`src/rtl/csr_file_m.sv`:
```
// csr_file_m: machine-mode CSR file. Reads are combinational with zero latency, and writes, traps and mret take effect at the next edge; there is no backpressure.
// Optional minstret/minstreth counters are built when YSYX_23060251_CSR_MINSTRET_EN is defined.
module csr_file_m #(
    parameter int              XLEN        = 32,
    parameter logic [XLEN-1:0] MTVEC_RESET = '0,
    parameter logic [XLEN-1:0] MARCHID     = '0
) (
    input  logic            clk_i,
    input  logic            rst_i,
    input  logic [11:0]     csr_addr_i,
    input  logic [1:0]      csr_op_i,
    input  logic [XLEN-1:0] csr_wdata_i,
    input  logic            trap_i,
    input  logic [XLEN-1:0] trap_pc_i,
    input  logic [XLEN-1:0] trap_cause_i,
    input  logic            mret_i,
    input  logic            retire_i,
    output logic [XLEN-1:0] rdata_o,
    output logic            illegal_o,
    output logic [XLEN-1:0] mtvec_o,
    output logic [XLEN-1:0] mepc_o,
    output logic            mie_o
);

    localparam logic [11:0] ADDR_MSTATUS   = 12'h300;
    localparam logic [11:0] ADDR_MTVEC     = 12'h305;
    localparam logic [11:0] ADDR_MSCRATCH  = 12'h340;
    localparam logic [11:0] ADDR_MEPC      = 12'h341;
    localparam logic [11:0] ADDR_MCAUSE    = 12'h342;
    localparam logic [11:0] ADDR_MCYCLE    = 12'hB00;
    localparam logic [11:0] ADDR_MCYCLEH   = 12'hB80;
    localparam logic [11:0] ADDR_MINSTRET  = 12'hB02;
    localparam logic [11:0] ADDR_MINSTRETH = 12'hB82;
    localparam logic [11:0] ADDR_MVENDORID = 12'hF11;
    localparam logic [11:0] ADDR_MARCHID   = 12'hF12;

    localparam logic [1:0] OP_NONE = 2'b00;
    localparam logic [1:0] OP_RW   = 2'b01;
    localparam logic [1:0] OP_RS   = 2'b10;
    localparam logic [1:0] OP_RC   = 2'b11;

    localparam logic [XLEN-1:0] ALIGN_MASK = {{(XLEN-2){1'b1}}, 2'b00};
    localparam bit              HAS_HI     = (XLEN == 32);

    logic            r_mie;
    logic            r_mpie;
    logic [XLEN-1:0] r_mtvec;
    logic [XLEN-1:0] r_mscratch;
    logic [XLEN-1:0] r_mepc;
    logic [XLEN-1:0] r_mcause;
    logic [63:0]     r_mcycle;

    logic [XLEN-1:0] w_mstatus;
    logic [XLEN-1:0] w_rd;
    logic [XLEN-1:0] w_wval;
    logic            w_impl;
    logic            w_ro;
    logic            w_illegal;
    logic            w_wen;
    logic            w_cyc_wr_lo;
    logic            w_cyc_wr_hi;
    logic [63:0]     w_mcycle_nxt;

    // A write to either half replaces that half and holds the counter for that cycle.
    function automatic logic [63:0] f_cnt_next(
        input logic [63:0]     cur,
        input logic            inc,
        input logic            wr_lo,
        input logic            wr_hi,
        input logic [XLEN-1:0] val
    );
        logic [63:0] nxt;
        nxt = inc ? cur + 64'd1 : cur;
        if (wr_lo) begin
            nxt = (XLEN == 64) ? 64'(val) : {cur[63:32], val[31:0]};
        end else if (wr_hi) begin
            nxt = {val[31:0], cur[31:0]};
        end
        return nxt;
    endfunction

`ifdef YSYX_23060251_CSR_MINSTRET_EN
    logic [63:0] r_minstret;
    logic        w_ret_wr_lo;
    logic        w_ret_wr_hi;
    logic [63:0] w_minstret_nxt;
`else
    logic        w_unused_retire;
    assign w_unused_retire = retire_i;
`endif

    always_comb begin
        w_mstatus        = '0;
        w_mstatus[12:11] = 2'b11;
        w_mstatus[7]     = r_mpie;
        w_mstatus[3]     = r_mie;
    end

    always_comb begin
        w_rd   = '0;
        w_impl = 1'b1;
        w_ro   = 1'b0;
        case (csr_addr_i)
            ADDR_MSTATUS:  w_rd = w_mstatus;
            ADDR_MTVEC:    w_rd = r_mtvec;
            ADDR_MSCRATCH: w_rd = r_mscratch;
            ADDR_MEPC:     w_rd = r_mepc;
            ADDR_MCAUSE:   w_rd = r_mcause;
            ADDR_MCYCLE:   w_rd = r_mcycle[XLEN-1:0];
            ADDR_MCYCLEH: begin
                if (HAS_HI) begin
                    w_rd = XLEN'(r_mcycle[63:32]);
                end else begin
                    w_impl = 1'b0;
                end
            end
`ifdef YSYX_23060251_CSR_MINSTRET_EN
            ADDR_MINSTRET: w_rd = r_minstret[XLEN-1:0];
            ADDR_MINSTRETH: begin
                if (HAS_HI) begin
                    w_rd = XLEN'(r_minstret[63:32]);
                end else begin
                    w_impl = 1'b0;
                end
            end
`endif
            ADDR_MVENDORID: w_ro = 1'b1;
            ADDR_MARCHID: begin
                w_rd = MARCHID;
                w_ro = 1'b1;
            end
            default: w_impl = 1'b0;
        endcase
    end

    assign w_illegal = (csr_op_i != OP_NONE) && (!w_impl || w_ro);
    assign illegal_o = w_illegal;
    assign rdata_o   = w_illegal ? '0 : w_rd;

    always_comb begin
        w_wval = w_rd;
        case (csr_op_i)
            OP_RW:   w_wval = csr_wdata_i;
            OP_RS:   w_wval = w_rd | csr_wdata_i;
            OP_RC:   w_wval = w_rd & ~csr_wdata_i;
            default: w_wval = w_rd;
        endcase
    end

    // Trap and mret own the edge; a software write in the same cycle is dropped.
    assign w_wen = (csr_op_i != OP_NONE) && !w_illegal && !trap_i && !mret_i;

    assign w_cyc_wr_lo  = w_wen && (csr_addr_i == ADDR_MCYCLE);
    assign w_cyc_wr_hi  = w_wen && (csr_addr_i == ADDR_MCYCLEH) && HAS_HI;
    assign w_mcycle_nxt = f_cnt_next(r_mcycle, 1'b1, w_cyc_wr_lo, w_cyc_wr_hi, w_wval);

    always_ff @(posedge clk_i or posedge rst_i) begin
        if (rst_i) begin
            r_mcycle <= '0;
        end else begin
            r_mcycle <= w_mcycle_nxt;
        end
    end

`ifdef YSYX_23060251_CSR_MINSTRET_EN
    assign w_ret_wr_lo    = w_wen && (csr_addr_i == ADDR_MINSTRET);
    assign w_ret_wr_hi    = w_wen && (csr_addr_i == ADDR_MINSTRETH) && HAS_HI;
    assign w_minstret_nxt = f_cnt_next(r_minstret, retire_i, w_ret_wr_lo, w_ret_wr_hi, w_wval);

    always_ff @(posedge clk_i or posedge rst_i) begin
        if (rst_i) begin
            r_minstret <= '0;
        end else begin
            r_minstret <= w_minstret_nxt;
        end
    end
`endif

    always_ff @(posedge clk_i or posedge rst_i) begin
        if (rst_i) begin
            r_mie      <= 1'b0;
            r_mpie     <= 1'b0;
            r_mtvec    <= MTVEC_RESET & ALIGN_MASK;
            r_mscratch <= '0;
            r_mepc     <= '0;
            r_mcause   <= '0;
        end else if (trap_i) begin
            r_mepc   <= trap_pc_i & ALIGN_MASK;
            r_mcause <= trap_cause_i;
            r_mpie   <= r_mie;
            r_mie    <= 1'b0;
        end else if (mret_i) begin
            r_mie  <= r_mpie;
            r_mpie <= 1'b1;
        end else if (w_wen) begin
            case (csr_addr_i)
                ADDR_MSTATUS: begin
                    r_mie  <= w_wval[3];
                    r_mpie <= w_wval[7];
                end
                ADDR_MTVEC:    r_mtvec    <= w_wval & ALIGN_MASK;
                ADDR_MSCRATCH: r_mscratch <= w_wval;
                ADDR_MEPC:     r_mepc     <= w_wval & ALIGN_MASK;
                ADDR_MCAUSE:   r_mcause   <= w_wval;
                default: ;
            endcase
        end
    end

    assign mtvec_o = r_mtvec;
    assign mepc_o  = r_mepc;
    assign mie_o   = r_mie;

endmodule

```
`config.mk`:
```
export PLATFORM = sky130hd
export DESIGN_NAME = csr_file_m
export DESIGN_NICKNAME = d
export VERILOG_FILES = /design/src/rtl/csr_file_m.sv
export SDC_FILE = /design/constraint.sdc
export NUM_CORES = 1
export LEC_CHECK = 0
export BUFFER_PORTS_ARGS = -buffer_cell sky130_fd_sc_hd__buf_4
export CAP_MARGIN = 20
export CORE_MARGIN = 8
export CORE_UTILIZATION = 60
export CTS_BUF_LIST = sky130_fd_sc_hd__clkbuf_8
export DETAILED_ROUTE_END_ITERATION = 8
export HOLD_SLACK_MARGIN = 0.08
export PLACE_DENSITY = 0.86
export SLEW_MARGIN = 20
export SYNTH_ARGS = -nofsm -noshare
export SYNTH_HDL_FRONTEND = slang
export SYNTH_SLANG_ARGS = --single-unit
```
`constraint.sdc`:
```
create_clock -name clk_i -period 13.3 [get_ports clk_i]
set_input_delay 2.66 -clock clk_i [delete_from_list [all_inputs] [get_ports clk_i]]
set_output_delay 2.66 -clock clk_i [all_outputs]
set_load 0.01 [all_outputs]
```
# Word level (Yosys, flattened, before mapping)
# Index checks and enable logic that the tools add are counted.
# word_totals
reg_bits	192
latchBits	0
ramBits	0
mem_bits_ro	0
inputBits	115
out_inout_bits	98
mem_count	0
# classes
n_addsub	1
mul	0
n_div	0
n_lt_le_gt_ge	0
n_eq_ne	14
shift	0
muxes	23
n_bitwise	5
reduce_logical	24
# ops
cell	n
32-bit two-way mux	10
32-bit case mux with 7 select lines	1
32-bit case mux with 3 select lines	1
64-bit by 1-bit adder with 64-bit output (second input constant)	1
64-bit two-way mux	1
12-bit by 10-bit == test with 1-bit output (second input constant)	5
12-bit == test (second input constant)	4
32-bit AND	1
32-bit inverter	1
32-bit bitwise OR	1
1-bit two-way mux	10
9-bit OR reduction	1
4-bit AND reduction	2
2-bit nonzero test	4
1-bit logical AND	6
3-bit AND reduction	2
3-bit nonzero test	2
2-bit == test (second input constant)	2
1-bit zero test	4
2-bit inequality test (second input constant)	2
2-bit by 1-bit == test with 1-bit output (second input constant)	1
1-bit inverter	2
2-bit AND reduction	1
2-bit OR reduction	1
1-bit logical OR	1

# Logic depth before layout (Yosys ltp)
# Gate-level depths: netlist (run 1).
# logic_depth
ltp_word	13
depth_mapped	10
depth_no_buf	7

# Least setup slack after synthesis (run 1)
# OpenSTA, ideal clock, no wires.
# synth_timing
kind	input port to output port
start	in csr_addr_i[7]
end	out rdata_o[22]
arrival_ns	4.293
slack_ns	6.347
path_stages	6
path_cell_list	buf_6 > or4_4 > buf_6 > or4_4 > buf_6 > o21ai_0
# synth_via
elab_chain_cells	7
elab_cells_between_ends	18
cone_classes	9 x eq/ne; 4 x mux; 5 x reduce/logical
# synth_rtl
element	line	text
from (decl)	10	input logic [11:0] csr_addr_i,
12-bit == test / 12-bit by 10-bit == test with 1-bit output (equally long branches)	103	case (csr_addr_i)
9-bit OR reduction (no source line)	--	
1-bit two-way mux	--	
1-bit zero test	136	assign w_illegal = (csr_op_i != OP_NONE) && (!w_impl || w_ro);
1-bit logical OR	136	
1-bit logical AND	136	
32-bit two-way mux *	138	assign rdata_o = w_illegal ? '0 : w_rd;
to (decl)	18	output logic [XLEN-1:0] rdata_o,
# Mark *: on every way between the ends. The rest lies on a longest branch, timed or not.

# Final worst setup path (run 1)
# layout_timing
start	in csr_addr_i[7]
end	out rdata_o[26]
# The elaborated chain is that of the path after synthesis.

==> results of run 1 <==
## worst max-delay path by stage
stage,startpoint,endpoint,cells past startpoint
2_1_floorplan,rst_i,mepc_o[10],1
3_3_place_gp,csr_addr_i[7],rdata_o[26],7
3_5_place_dp,csr_addr_i[7],rdata_o[26],6
4_1_cts,csr_addr_i[7],rdata_o[26],7
5_1_grt,csr_addr_i[7],rdata_o[26],7
6_report,csr_addr_i[7],rdata_o[26],7
## critical path: cells and delay by family
family | cells | cell delay (ns)
compound gates | 1 | 0.24
buf+inv | 3 | 0.90
simple gates | 3 | 1.61
## layer usage
| layer | up-vias | routed length (µm) | global-route usage |
|---|---|---|---|
| li1 | 4964 | - | - |
| met1 | 5576 | 16020 | 0.4661 |
| met2 | 943 | 18120 | 0.5141 |
| met3 | 123 | 5465 | 0.08863 |
| met4 | 0 | 1433 | 0.1306 |
| met5 | - | 0 | 0 |
## state kept, by name, indices dropped and copies added (netlist names)
signal and count:
r_mpie 1, mie_o 1, r_mcycle 64, mepc_o 30, r_mscratch 32, r_mcause 32
mtvec_o 30
## stage by stage
step	utilization	area [µm²]	total power [mW]	worst slack (ns)	hold slack, ns
after floorplan	-	11090	0.7791	5.470	0.4460
after global placement	0.7000	12620	0.8667	5.352	0.4584
after detailed placement	0.7017	12650	0.8740	5.323	0.4660
after CTS	0.7233	13040	1.250	5.359	0.4888
after global routing	0.7248	13060	1.301	5.194	0.5117
final	0.7248	13060	1.260	5.185	0.4879
## cell type report
cell class	instances	area, µm²
Multi-Input combinational cell	935	5882
Fill cell	1374	4961
Sequential cell	190	4755
Timing Repair Buffer	219	1664
Tap cell	229	286.5
Clock buffer	19	261.5
Clock inverter	13	128.9
Inverter	21	86.33
## logic make-up after synthesis
| family | synth area share |
|---|---|
| other | 0.0003384 |
| and+or+nand+nor | 0.1726 |
| muxes | 0.05679 |
| xor gates and xnor gates | 0.02608 |
| buffers and inverters | 0.04617 |
| adders and majority gates | 0.001129 |
| DFF | 0.4290 |
| AOI/OAI and AO/OA | 0.2679 |
## cell usage after synthesis (all sizes together) (6+ instances only)
cell / n / area (µm²)
dfrtp: 190 / 4755
a221oi: 16 / 158.9
and3: 18 / 112.6
a222oi: 12 / 120.1
mux2i: 37 / 370.4
nand4: 18 / 112.6
nand2: 177 / 664.4
nand3: 31 / 155.2
xnor2: 33 / 289.0
clkbuf: 72 / 271.5
or3: 7 / 43.79
or2: 6 / 37.54
nor2: 42 / 157.7
and2: 16 / 100.1
a211oi: 19 / 147.6
a21oi: 67 / 335.3
a22oi: 83 / 623.1
a32o: 20 / 201.4
o21ai: 171 / 855.8
buf: 28 / 161.4
nor4: 24 / 216.5
o211ai: 7 / 57.55
inv: 21 / 78.83
o22ai: 9 / 56.30
mux2: 23 / 259.0
o31ai: 7 / 52.55
nor3: 19 / 95.09
## power groups by stage
stage	Combinational [mW]	Clock, mW	Sequential [mW]
final	0.221	0.389	0.650
after CTS	0.215	0.386	0.648
after floorplan	0.126	0	0.653
after detailed placement	0.214	0	0.660
after global placement	0.209	0	0.658
after global routing	0.236	0.410	0.656
==> run summary, run 1 <==
The number of register bits inferred by synthesis came out at 190. Clock tree synthesis inserted a total of 17 buffers. The average cell area after synthesis came out at 8.916 µm². TritonCTS built the clock tree.

In the final timing run, aggregate negative setup slack is 0 ns. Entering global routing, the biggest net connects 117 pins. The startpoint identified for the worst hold timing path is r_mscratch[30]. The prevailing post-synth register cell is dfrtp_1.

For hold timing, the worst endpoint is r_mscratch[30]. The number of detailed-route iterations in the first pass came out at 9. The switching component of the power is slightly below 0.4 mW. The first-pass GRT wire length is 63,540 µm. Setup repair after global routing left no endpoint under its margin. The internal power of the cells totals around 0.86 mW.

The synthesized netlist cell count came out at approximately 1,200. The via density per instance is 7.138. The clock sink count is 190. The clock insertion delay at the later pin of the skew report came out at 0.49 ns. Of the cells placed in the final design, the portion with a size suffix greater than 1 is 0.2169. The detailed router's first-iteration violation count came out at 1,724.

At the worst endpoint, the arrival time is 5.45 ns. The slowest stage of the critical path is the nor4_4 cell. The initial core utilization came out at 0.6149. For this run, the slowest stage of the critical path takes 0.74 ns. The finished layout holds 1,626 standard cells, fillers aside. The most common cell after layout, fill and taps aside is buf_4. The remaining number of nets flagged by the antenna check after routing is 0. The startpoint identified for the worst register-to-register timing path is r_mcycle[9]. Counting tap cells, the placed design contains a total of 1,594 instances. The number of distinct library cell variants in the gate-level netlist after synthesis is approximately 70. Of the total power, the share spent switching nets is 0.3148. The routability-driven placement congestion ratio is 0.9249. Clock-pin slew was measured on the worst setup and hold paths at 0.09 ns. The worst hold path stage count is 2. The worst slew margin relative to its limit is 0.2882. The number of gates resized after CTS came out at 0. The most frequent cell on the critical path is buf_4. The number of nets in the layout came out at around 1,500. The class of the tightest hold or removal check is reg2reg. The number of global-route vias before repair came out at 10,760. The total congestion overflow came out at 0.

The count of yosys warnings during synthesis is 0. The max-cap check violation count is 0. The final hold violation count came out at 0.

The analysis attributes to cell leakage a power of 5.704 nW. The endpoint identified for the worst register-to-register timing path is r_mcycle[36]. The number of standard-cell rows in the floorplan came out at 49. The total routing usage reported by global routing is 0.3423. The clock tree skew after final layout came out at 0.01609 ns. The worst setup slack for register-to-register paths is 10.13 ns. The post-synthesis to final-layout area growth came out at 17.87%. Once detailed placement completed, the half-perimeter wirelength came to 28,130 µm. For the pin with the worst max-slew slack, the measured transition is 1.061 ns. The floorplan step defined a core boundary enclosing 0.01802 mm². The worst-case IR drop observed on VDD is 0.07028 mV. The depth of the most critical reg-to-reg path came out at 6.

Of all nets on the critical path, the largest fanout is 43. The worst setup path is launched from an input pin. The total power density per cell area is around 96 mW/mm².

The initial antenna violation count is 0. The share of power burned in registers is 0.516. The die width is about 150 µm. The H-tree level count is 4. Yosys mapped a number of flops with a built-in enable equal to 0.

By startpoint and endpoint, the worst setup path is classified as in2out. After detailed routing, the number of remaining DRC violations is 6. The setup violation total in the final timing report is 0. The fraction of synthesis flops using an asynchronous set or reset pin is 1.000. The final critical delay including setup and external delays came out at 8.115 ns. The number of post-CTS setup repair buffers is 0.

The data required time at the worst endpoint is 10.64 ns. The count of hold buffers inserted by post-cts repair came out at 0. In the layout the commonest cells are buf_4 (218), dfrtp_1 (190), nand2_1 (174), o21ai_0 (170), a22oi_1 (83). The portion of total power attributed to combinational logic came out at 0.175. The post-detailed-routing wire length came out at 41,040 µm. The tree is rooted in a clkbuf_8.

The maximum root-to-sink buffer count is 2. The critical path goes through buf_4 -> or4_4 -> nor4_4 -> buf_4 -> a222oi_1 -> nand2_1 -> buf_4. The share of the Yosys chip area taken by registers is 0.4290. The max-slew violation count came to 0. The number of vias in the routed layout came out at 11,610. The flow ran to the end, but the final reports show violations. The highest clock rate is 123.2 MHz. The quantity of I/O buffers inserted on ports is between 200 and 250.

The floorplan die height came out at 151.9 µm. The clock share of power is 0.309. The netlist area before placement came out at 0.01108 mm². The post-route clock period utilization came out at 0.6101. The die covers 0.02308 mm².

The final reports fail on DRC. The number of antenna diodes in the final layout is 0. The average wire per cell in the routed design came out at approximately 25 µm. During I/O placement, the number of pins put on the boundary was approximately 210. STA classifies the critical path endpoint as an output pin.
(Power assumes the default switching activity.)
==> inputs of run 2 (changes only) <==
Settings changed: ABC_AREA set to 1, CORE_UTILIZATION 60 to 59, PLACE_DENSITY 0.86 to 0.83.
Clock period 13.3 ns to 8.1 ns, I/O delays scaled along.
==> run summary, run 2 <==
The share of total power dissipated in combinational logic is 0.120. The quantity of I/O buffers inserted on ports is around 210. The number of standard-cell rows in the floorplan is 54. The area of the core is 0.02162 mm².

Counting flops per register, the top entry is r_mcycle. Internal power comes to 1.300 mW. The flow ran to the end, and the final reports show no timing, DRC or antenna violations. The maximum single-stage delay on the critical path is 0.98 ns.

In the synthesized netlist, the cells that appear most often are nand2_1 (816), nand3_1 (320), dfrtp_1 (190), nor2_1 (188), inv_1 (155). By instance count, the leading cell after synthesis is nand2_1. After synthesis, the cell types taking the most area are dfrtp_1 (37%), nand2_1 (24%), nand3_1 (12%), nor2_1 (5.5%), inv_1 (4.5%). Clock-pin slew was measured on the worst setup and hold paths at roughly 0.11 ns.

The maximum number of pins on one net before global-route repair came out at 78. In this run the mean area of a mapped cell was approximately 6.3 µm². Summing every instance area after synthesis gives ~0.013 mm².

The count of yosys warnings during synthesis came out at 0. Setup repair after global routing left no endpoint under its margin. Subtracting the final worst setup slack from the clock period gives 5.616 ns.

The critical path contains buffers and inverters numbering 3 combined. The filler cells instantiated in the layout total 1,979. The number of nets in the layout came out at 2,306. The most used flip-flop cell after synthesis is dfrtp_1. The routed design has 52,090 µm of wire.

The arrival time of data at the critical path endpoint is roughly 4 ns. The congestion estimate from routability-driven global placement came to approximately 1.0. The clock tree skew after final layout is 0.02495 ns.

The area of the die is 0.02686 mm². The number of detailed-route iterations in the first pass came out at 8. The H-tree level count is 4. The max-cap check violation count came out at 0.

The slowest stage of the critical path is the nor2_2 cell. After routing the design area is 0.01493 mm². The post-route clock period utilization is 0.6933. After routing, the total negative slack on setup checks comes to 0 ns. The clock sink count is 190. STA classifies the critical path startpoint as an input pin. The number of distinct library cell variants in the gate-level netlist after synthesis is 38. The post-synthesis to final-layout area growth came out at 15.67%.

The register with the most flip-flops in the layout has 64 of them. The final hold violation count came out at 0. Once placement completed, the tool counted placed cells totaling about 2,500.

The min-delay analysis places its worst path in the category reg2reg. The floorplan die height came out at approximately 160 µm. The switching share of power came out at 0.3205.

The clock reaches the later pin of the worst-skew pair after ~0.5 ns. The maximum root-to-sink buffer count came out at 2. The worst setup path is captured at an output pin. The detailed-route DRC error count is 0. The via density per instance is 6.019.

The die width came out at about 160 µm. The most common cell after layout, fill and taps aside is nand2_1. For the pin with the worst max-slew slack, the measured transition is about 1.2 ns. In the final routed layout, each cell accounts on average for 20.97 µm. In this run the remaining antenna-violating nets after routing total 0. The initial antenna violation count is 1.

The post-route non-filler standard cell count is 2,484. The synthesized netlist cell count is 2,038. The fraction of final layout cells sized beyond drive strength 1 came out at 0.1303. The count of hold buffers inserted by post-cts repair is 0. In this run, synthesis inferred 0 flip-flops with an integrated enable. The total power density per cell area is roughly 130 mW/mm². In this design, the critical path's most frequently occurring cell is nand2_1. The switching component of the power came out at 0.6135 mW. The largest registers in the layout are r_mcycle (64), r_mcause (32), r_mscratch (32). The worst slew margin relative to its limit is 0.1701. The detailed router placed roughly 15,000 vias in this run. The initial core utilization is 0.5968. The setup violation total in the final timing report came out at 0. The clock share of power came out at 0.357. The CTS tree is yes. The highest clock rate came out at between 150 and 200 MHz. The share of the synthesized area in the top cell type came out at 0.3685. Of the total power, registers draw 0.523. Counting flops with an async set or reset pin after synthesis yields a share of 1.000. The total chip power is 1.914 mW.

The library cell occupying the most area in the post-synthesis netlist is dfrtp_1. For this design the static power due to leakage is 8.019 nW. The data required time at the worst endpoint came out at around 6.5 ns. The first-pass GRT wire length came out at 78,870 µm.

The total routing usage reported by global routing came out at 0.3825. Walking the worst path, the cells encountered are buf_4 -> inv_1 -> nand2_1 -> nor2_1 -> nand2_1 -> nor2_2 -> nand2_1 -> nand2_1 -> nor2_1 -> o211ai_1 -> buf_4. After detailed placement, the total cell area comes to between 0.01 and 0.015 mm².

The number of register bits inferred by synthesis is 190. The TritonCTS buffer count came out at 17. The proportion of synthesized chip area in sequential cells is 0.3685. The CTS root buffer is clkbuf_8. The number of global-route vias before repair came out at between 10,000 and 15,000. Post-CTS timing repair inserted 0 buffers for setup. The total overflow left after global routing is 0. The top-level I/O count came out at between 200 and 250. Along the worst path, the maximum fanout reaches 18. The HPWL after detailed placement came out at approximately 38,000 µm.

The critical path class is in2out. In this design, the largest share of critical-path delay is due to simple AND/OR/NAND/NOR gates. The detailed router's first-iteration violation count is 2,299.

The worst-case vdd ir drop came out at 0.1026 mV. The library cells used most frequently in the layout, excluding fill and tap cells, are nand2_1 (816), nand3_1 (320), buf_4 (223), dfrtp_1 (190), nor2_1 (186). The max-slew violation count is 0. The number of gates resized after CTS is 0.
## run 2: layout make-up
cell class / count / area (µm²) / share of cell area
sequential: 190 / 4755 / 0.3186
multi-input combinational: 1592 / 7091 / 0.4751
tap: 280 / 350.3 / 0.02347
clock inverter: 15 / 188.9 / 0.01266
clock buffer: 17 / 234.0 / 0.01568
inverter: 166 / 630.6 / 0.04225
antenna: 1 / 2.502 / 0.0001677
timing repair buffer: 223 / 1674 / 0.1122
## run 2: routing by layer
layer / share of wire / GRT usage / wire, µm
met2: 0.43 / 0.5656 / 22640
met4: 0.046 / 0.1694 / 2373
met3: 0.14 / 0.1183 / 7430
met1: 0.38 / 0.5082 / 19650
met5: 0 / 0 / 0
## run 2: tightest hold or removal path, cell delays in order (launching register included)
cell and delay (ns):
dfrtp_1 0.37, nand2_1 0.05, nand2_1 0.05
## run 2: logic make-up after synthesis
family | count (synthesis) | synth area share
AND/OR/NAND/NOR | 1401 | 0.4576
adder cells (fa/ha/maj) | 1 | 0.0009695
other | 1 | 0.0002906
XOR/XNOR | 50 | 0.03394
flip-flops | 190 | 0.3685
AO/OA/AOI/OAI | 136 | 0.05517
buffers and inverters | 259 | 0.08358
## run 2: power by group through the flow
stage                     Sequential [mW]  Clock, mW  Combinational, mW
after floorplan                      1.02          0              0.102
after global placement               1.02          0              0.219
after detailed placement             1.02          0              0.224
after CTS                            1.00      0.676              0.225
after global routing                 1.00      0.712              0.247
final                                1.00      0.683              0.230
## run 2: metrics by stage
step             util  hold slack, ns  worst slack (ns)
2_1_floorplan       -          0.4427             1.310
3_3_place_gp   0.6707          0.4555             2.697
3_5_place_dp   0.6707          0.4592             2.658
4_1_cts        0.6902          0.4876             2.648
5_1_grt        0.6903          0.5061             2.338
6_report       0.6903          0.4887             2.484
## run 2: path summary, 6_finish.rpt
kind | from | to | slack (ns) | depth (start not counted)
hold / removal | r_mscratch[14] | r_mscratch[14] | 0.49 | 2
setup reg to reg | r_mcycle[0] | r_mcycle[62] | 5.18 | 10
min in group asynchronous | rst_i | mepc_o[6] | 1.14 | 2
hold reg to reg | r_mscratch[14] | r_mscratch[14] | 0.49 | 2
max in group asynchronous | rst_i | r_mcycle[51] | 5.70 | 3
setup / recovery | csr_addr_i[4] | rdata_o[27] | 2.48 | 11
